`src/rtl/out_port_sched.sv`:
```
// out_port_sched: burst scheduler that drains NUM_PORTS input FIFOs into a single output stream.
// Build macro SCHED_PRIO_EN: port 0 wins every arbitration it competes in; default build is pure round-robin.
module out_port_sched #(
  parameter int NUM_PORTS = 4,
  parameter int W_WIDTH   = 8,
  parameter int BURST_LEN = 4
) (
  input  logic                           clk,
  input  logic                           rst_n,
  input  logic [NUM_PORTS-1:0]           fifo_empty,
  input  logic [NUM_PORTS*W_WIDTH-1:0]   fifo_data,
  input  logic                           out_full,
  output logic [NUM_PORTS-1:0]           rd_en,
  output logic                           out_valid,
  output logic [W_WIDTH-1:0]             out_data,
  output logic [$clog2(NUM_PORTS)-1:0]   grant,
  output logic                           busy
);

  localparam int GW = $clog2(NUM_PORTS);
  localparam int CW = $clog2(BURST_LEN + 1);

  typedef enum logic {
    IDLE  = 1'b0,
    BURST = 1'b1
  } state_t;

  state_t        state_q, state_d;
  logic [GW-1:0] rr_q, rr_d;
  logic [GW-1:0] grant_q, grant_d;
  logic [GW-1:0] vgrant_q;
  logic [CW-1:0] cnt_q, cnt_d;
  logic          ov_q;

  logic          arb_found;
  logic [GW-1:0] arb_idx;
  logic [GW:0]   cand;
  logic [GW-1:0] grant_inc;
  logic          pop;
  logic          burst_done;

  // Handshake: rd_en is a pop strobe with no ready; it is raised only for the granted,
  // non-empty FIFO while downstream is not full. out_valid likewise has no ready:
  // out_full is honoured one cycle early because downstream keeps one entry of slack.

  always_comb begin
    arb_found = 1'b0;
    arb_idx   = '0;
    cand      = '0;
    for (int k = 0; k < NUM_PORTS; k++) begin
      cand = {1'b0, rr_q} + (GW+1)'(k);
      if (cand >= (GW+1)'(NUM_PORTS)) begin
        cand = cand - (GW+1)'(NUM_PORTS);
      end
      if (!arb_found && !fifo_empty[cand[GW-1:0]]) begin
        arb_found = 1'b1;
        arb_idx   = cand[GW-1:0];
      end
    end
`ifdef SCHED_PRIO_EN
    if (!fifo_empty[0]) begin
      arb_found = 1'b1;
      arb_idx   = '0;
    end
`endif
  end

  always_comb begin
    pop   = (state_q == BURST) && !fifo_empty[grant_q] && !out_full &&
            (cnt_q < CW'(BURST_LEN));
    rd_en = '0;
    if (pop) begin
      rd_en[grant_q] = 1'b1;
    end
  end

  assign grant_inc = (grant_q == GW'(NUM_PORTS - 1)) ? '0 : grant_q + 1'b1;

  always_comb begin
    state_d    = state_q;
    grant_d    = grant_q;
    cnt_d      = cnt_q;
    rr_d       = rr_q;
    burst_done = 1'b0;
    case (state_q)
      IDLE: begin
        if (arb_found) begin
          state_d = BURST;
          grant_d = arb_idx;
          cnt_d   = '0;
        end
      end
      BURST: begin
        if (pop) begin
          cnt_d = cnt_q + 1'b1;
        end
        // Leaving on the pop that fills the burst keeps the gap between bursts at one cycle.
        burst_done = fifo_empty[grant_q] || (cnt_d == CW'(BURST_LEN));
        if (burst_done) begin
          state_d = IDLE;
`ifdef SCHED_PRIO_EN
          if (grant_q != '0) begin
            rr_d = grant_inc;
          end
`else
          rr_d = grant_inc;
`endif
        end
      end
      default: begin
        state_d = IDLE;
      end
    endcase
  end

  always_ff @(posedge clk or negedge rst_n) begin
    if (!rst_n) begin
      state_q  <= IDLE;
      rr_q     <= '0;
      grant_q  <= '0;
      cnt_q    <= '0;
      ov_q     <= 1'b0;
      vgrant_q <= '0;
    end else begin
      state_q  <= state_d;
      rr_q     <= rr_d;
      grant_q  <= grant_d;
      cnt_q    <= cnt_d;
      ov_q     <= |rd_en;
      vgrant_q <= grant_q;
    end
  end

  // FIFO read data lands one cycle after rd_en, so it is forwarded straight through.
  assign out_valid = ov_q;
  assign out_data  = ov_q ? fifo_data[vgrant_q*W_WIDTH +: W_WIDTH] : '0;
  assign grant     = grant_q;
  assign busy      = (state_q == BURST);

endmodule

```
`config.mk`:
```
export PLATFORM = sky130hd
export DESIGN_NAME = out_port_sched
export DESIGN_NICKNAME = d
export VERILOG_FILES = /design/src/rtl/out_port_sched.sv
export SDC_FILE = /design/constraint.sdc
export NUM_CORES = 1
export LEC_CHECK = 0
export ABC_AREA = 1
export CAP_MARGIN = 15
export CORE_ASPECT_RATIO = 0.8
export CORE_MARGIN = 4
export CORE_UTILIZATION = 37
export DETAILED_ROUTE_END_ITERATION = 12
export PLACE_DENSITY = 0.81
export SYNTH_ARGS = -nofsm -noshare
export SYNTH_HDL_FRONTEND = slang
export SYNTH_SLANG_ARGS = --single-unit
```
`constraint.sdc`:
```
create_clock -name clk -period 1.47 [get_ports clk]
set_input_delay 0.147 -clock clk [delete_from_list [all_inputs] [get_ports clk]]
set_output_delay 0.147 -clock clk [all_outputs]
set_load 0.005 [all_outputs]
```
# Yosys cells after proc, flatten, opt, wreduce, memory -nomap -nowiden
# Index checks and enable logic that the tools add are counted.
[totals] reg_bits=11 elab_cells=83 out_inout_bits=16 input_bits=39
[classes] order_cmp=11 mux=34 bitwise=1 shift=1 n_addsub=9 n_eq_ne=3 reduce_logical=18
[ops] op="$shiftx A32 B6 Y8" count=1
[ops] op="$mux W2" count=9
[ops] op="$lt A2 B3 Y1 const B" count=5
[ops] op="$mux W1" count=12
[ops] op="$bmux W1 S2" count=5
[ops] op="$ge A3 B3 Y1 const B" count=3
[ops] op="$mux W3" count=3
[ops] op="$mux W8" count=1
[ops] op="$sub A2 B1 Y2 const B" count=4
[ops] op="$logic_and A1 B1 Y1" count=7
[ops] op="$logic_not A1 Y1" count=7
[ops] op="$add A2 B2 Y3 const B" count=2
[ops] op="$pmux W3 S2" count=1
[ops] op="$mux W4" count=1
[ops] op="$reduce_and A2 Y1" count=2
[ops] op="$reduce_or A4 Y1" count=1
[ops] op="$add A2 B1 Y3 const B" count=1
[ops] op="$add A3 B1 Y3 const B" count=1
[ops] op="$eq A3 B3 Y1 const B" count=1
[ops] op="$ge A2 B3 Y1 const B" count=1
[ops] op="$lt A3 B3 Y1 const B" count=1
[ops] op="$add A2 B1 Y2 const B" count=1
[ops] op="$demux W1 S2" count=1
[ops] op="$eq A2 B2 Y1 const B" count=1
[ops] op="5 further kinds" count=5

# Depth between registers and ports, before layout
# Gate-level depths: netlist (run 1).
[logic_depth] ltp_word=16 mapped_depth=12 mapped_depth_nobuf=12

# Least setup slack after synthesis (run 1)
# No wires, ideal clock.
[synth_timing] kind="reg-to-reg" start="register rr_q[0]" end="register grant_q[0], in the netlist grant[0]" required_time_ns=1.353 arrival_ns=1.358 synth_period_minus_slack_ns=1.475 setup_ns=0.117 n_path_buf=1 stages_incl_launch_ff=9 slack_ns=-0.005 path_cell_list="dfrtp_1 buf_6 o21a_4 o21ai_2 nand3_2 nor2_4 nor2_4 nand3_1 nand2_1"
[synth_via] elab_chain_cells=15 word_cells_on_any_way=40 classes_between="7 x add/sub; 4 x order compare; 20 x mux; 9 x reduce/logical"
[synth_lines] element="from (decl)" line="29" text="logic [GW-1:0] rr_q, rr_d;"
[synth_lines] element="from (signal assigned)" line="126" text="rr_q <= rr_d;"
[synth_lines] element="$add A2 B1 Y3" line="51" text="cand = {1'b0, rr_q} + (GW+1)'(k);"
[synth_lines] element="$ge A3 B3 Y1 or $sub A2 B1 Y2 (tied branches)" line="52, 53"
[synth_lines] element="$mux W2" line="52" text="if (cand >= (GW+1)'(NUM_PORTS)) begin"
[synth_lines] element="$bmux W1 S2" line="55" text="if (!arb_found && !fifo_empty[cand[GW-1:0]]) begin"
[synth_lines] element="$mux W1 (not written as such)" line="55"
[synth_lines] element="$logic_not A1 Y1" line="55"
[synth_lines] element="$logic_and A1 B1 Y1" line="55"
[synth_lines] element="$mux W1" line="55"
[synth_lines] element="$logic_not A1 Y1" line="55"
[synth_lines] element="$logic_and A1 B1 Y1" line="55"
[synth_lines] element="$mux W1" line="55"
[synth_lines] element="$logic_not A1 Y1" line="55"
[synth_lines] element="$logic_and A1 B1 Y1" line="55"
[synth_lines] element="$mux W1" line="55"
[synth_lines] element="$reduce_and A2 Y1 (no source line)"
[synth_lines] element="to (signal assigned)" line="127" text="grant_q <= grant_d;"
[synth_lines] element="to (decl)" line="30" text="logic [GW-1:0] grant_q, grant_d;"
# Several ways; a longest one is shown, not always the timed one. The select of a mux whose other input is x is not followed.
# A chain may end at the register's enable or synchronous reset.

# Worst setup path in the final report (run 1)
[layout_timing] start="register grant_q[0], in the netlist grant[0]" end="output port rd_en[1]"
[layout_via] elab_chain_cells=7 word_cells_on_any_way=12 classes_between="2 x order compare; 5 x mux; 5 x reduce/logical"
[layout_lines] element="parallel branches: the longest is 6 deep, another holds $lt A2 B3 Y1"
[layout_lines] element="$mux W4 (*)" line="72" text="if (pop) begin"
[layout_lines] element="to (decl)" line="13" text="output logic [NUM_PORTS-1:0] rd_en,"
# Every way passes the cells marked *. The select of a mux whose other input is x is not followed.

==> results of run 1 <==
-- timing repair --
item                       in CTS  in global routing
cloned                          1                  0
resized for setup              83                 57
buffers inserted                8                  7
setup endpoints to repair      20                 21
pin swaps                      17                 21
-- cells by family (layout without fill, tap and decap cells) --
| kind of cell | Yosys count | after routing | share of synthesized area, % |
|---|---|---|---|
| AND/OR/NAND/NOR | 92 | 92 | 35.7 |
| AO/OA/AOI/OAI | 39 | 39 | 22.0 |
| flip-flops | 11 | 11 | 24.5 |
| XOR/XNOR | 1 | 1 | 1.45 |
| buffers and inverters | 28 | 122 | 10.8 |
| adder cells (fa/ha/maj) | 5 | 5 | 5.56 |
-- cell usage in the layout, fill, tap and decap left out, drive strengths merged --
| cell type | n |
|---|---|
| nand4 | 3 |
| ha | 5 |
| o22ai | 2 |
| nand3 | 11 |
| a21oi | 11 |
| dfrtp | 11 |
| o21ai | 23 |
| o211ai | 1 |
| nand2 | 33 |
| buf | 53 |
| clkdlybuf4s50 | 40 |
| clkinv | 3 |
| nor2 | 45 |
| a41oi | 1 |
| xor2 | 1 |
| o21a | 1 |
| inv | 20 |
| dlymetal6s2s | 1 |
| clkbuf | 5 |
-- per-stage QoR --
stage | instance area, um2 | instances | TNS (ps) | total power [mW]
after floorplan | 1130 | 176 | 0 | 2.05
after global placement | 1900 | 290 | -3770 | 3.10
after detailed placement | 1900 | 290 | -4180 | 3.14
after CTS | 2060 | 302 | -506 | 3.88
after global routing | 2260 | 308 | -2970 | 4.82
final | 2260 | 308 | -1650 | 4.52
-- critical path, stage by stage (launching register included) --
cell and delay, ps:
dfrtp_1 410, nand2_1 110, nand3_2 110, nand2_4 100, nand3_4 100, buf_4 160, nor2_1 150, buf_2 140
-- layer usage --
metal,track usage (%),up-vias,share of wire [%]
li1,-,755,-
met1,23.1,709,40
met3,3.35,16,6.2
met4,5.19,0,2.9
met5,0,-,0
met2,37.0,70,51
-- registers in the layout, summed over array words and instances, names as in the netlist --
signal     flops
cnt_q          3
rr_q           2
busy           1
grant          2
vgrant_q       2
out_valid      1
-- final cells by class --
type	count	area [um2]	area share, %
Timing Repair Buffer	95	837	37.0
Timing Repair inverter	1	16.3	0.719
Tap cell	38	47.5	2.10
Multi-Input combinational cell	137	942	41.6
Clock buffer	4	45.0	1.99
Inverter	22	100	4.42
Sequential cell	11	275	12.2
-- worst max-delay path by stage --
stage	start	end	slack, ps	cells after the start
4_1_cts	rr_q[0]$_DFFE_PN0P_	grant[0]$_DFFE_PN0P_	-70	10
2_1_floorplan	rr_q[0]$_DFFE_PN0P_	grant[0]$_DFFE_PN0P_	3	8
5_1_grt	rr_q[0]$_DFFE_PN0P_	grant[0]$_DFFE_PN0P_	-240	8
3_5_place_dp	fifo_empty[3]	rd_en[3]	-320	7
6_report	grant[0]$_DFFE_PN0P_	rd_en[1]	-200	7
3_3_place_gp	fifo_empty[3]	rd_en[3]	-340	7
-- where the power goes --
group | total, mW | switching, mW | internal, mW
combinational | 3.64 | 1.93 | 1.71
clock | 0.316 | 0.125 | 0.191
sequential | 0.557 | 0.127 | 0.430
total | 4.52 | 2.19 | 2.33
==> run_results.csv, run 1 <==
group,metric,value,unit
yosys,yosys.area.top_type,"dfrtp_1",
worst_setup_path,reg2reg_setup_slack,-160,ps
global_route,antenna_found_initial,0,
yosys,yosys_warnings,0,
yosys,yosysMostFrequentCell,"nor2_1",
clock_tree,numCtsBuffers,3,
global_route,grt_pass1_wl,6400,um
yosys,synthFlopType,"dfrtp_1",
cells_and_area,drive_gt1_share,46.3,%
clock_tree,clk_path_buf_depth,2,
drt,finalWirelength,4620,um
timing,tightestPinTransition,540,ps
yosys,yosys_register_bits,11,
worst_setup_path,critPathLaunchType,"register",
clock_tree,root_buffer,"clkbuf_8",
floorplanning,ios,55,
place,dp_slack,-325,ps
yosys,synth_nets,220,
pwr,power.density,2000,nW/um2
hold_path,worst_hold_path_type,"primary input to asynchronous set/reset pin",
floorplanning,fp.dieW,69.6,um
place,gp_congestion,0.855,
run,cap_violations,0,
drt,wl_per_cell,15.0,um
timing,fin_crit_sh,113,%
worst_setup_path,rr_endpoint,"grant[0]$_DFFE_PN0P_",
yosys,syn-instance-count,176,
worst_setup_path,rr_worst_depth,8,
worst_setup_path,critical_path_class,"register to output pin",
timing,fin_ws,-196,ps
timing,timing.hold.ws,256,ps
timing,fin_crit,1670,ps
timing,drv_slew,0,
clock_tree,cts.sinks,11,
worst_setup_path,crit_fanout,5,
floorplanning,fp.dieArea,3990,um2
global_route,overflow,0,
pwr,p_leak,1.04,nW
worst_setup_path,cp-end-kind,"output pin",
place,numPortBuffers,54,
timing,setup_violations,17,
drt,drc,0,
yosys,synth.avg_cell_area,6.39,um2
status,violations,"setup timing",
floorplanning,fp-row-count,17,
yosys,synth.cell_area,1120,um2
timing,rsz0062_at_grt,"true",
clock_tree,htree_num_levels,1,
cells_and_area,diodes,0,
drt,firstDrtPassIters,4,
place,hpwl,2880,um
pwr,vdd_drop_max,1300,uV
yosys,synth.distinct_cells,28,
cells_and_area,finalNetCount,315,
floorplanning,core_area,2830,um2
floorplanning,initial_utilization,39.8,%
drt,vias,1550,
timing,hold_viol,0,
timing,fmax,600,MHz
status,outcome,"finished, violations left",
drt,ant_nets,0,
clock_tree,clock_latency,240,ps
cells_and_area,fillers,168,
yosys,synth_seq_area_share,24.5,%
worst_setup_path,regToRegStartpoint,"rr_q[0]$_DFFE_PN0P_",
yosys,synth_top_cell_area_share,24.5,%
timing,slew_headroom,63.9,%
global_route,track_usage,19.6,%
yosys,synth_edf_count,0,
yosys,synth_area_leaders,"dfrtp_1, nor2_1, nand2_1",
clock_tree,clk_pin_slew,50,ps
yosys,synth_commonest_cells,"nor2_1, nand2_1, inv_1, o21ai_0, dfrtp_1",
clock_tree,cts-hold-fix-buffers,0,
cells_and_area,final_core_util,80.0,%
yosys,async_reset_ff_share,100,%
drt,vias_per_cell,5.03,
drt,drt_iter0_markers,74,
worst_setup_path,crit_arrival,1520,ps
worst_setup_path,cp.required,1320,ps
clock_tree,cts_tree,"built",
timing,finalClockSkew,3.19,ps
cells_and_area,area_growth,101,%
floorplanning,chipHeight,57.3,um
global_route,grt_pass1_vias,1416,
global_route,grt_max_degree,12,
No activity file was read; power rests on OpenSTA's default activity.
==> run 2: changes to the inputs <==
Settings changed: GPL_ROUTABILITY_DRIVEN from default to 0.
==> results of run 2 <==
Final layout, timing and power as in run 1 (identical DEF).
==> run 3: changes to the inputs <==
Settings changed: GPL_ROUTABILITY_DRIVEN 0 to 1.
==> results of run 3 <==
Final layout, timing and power as in run 1 (identical DEF).
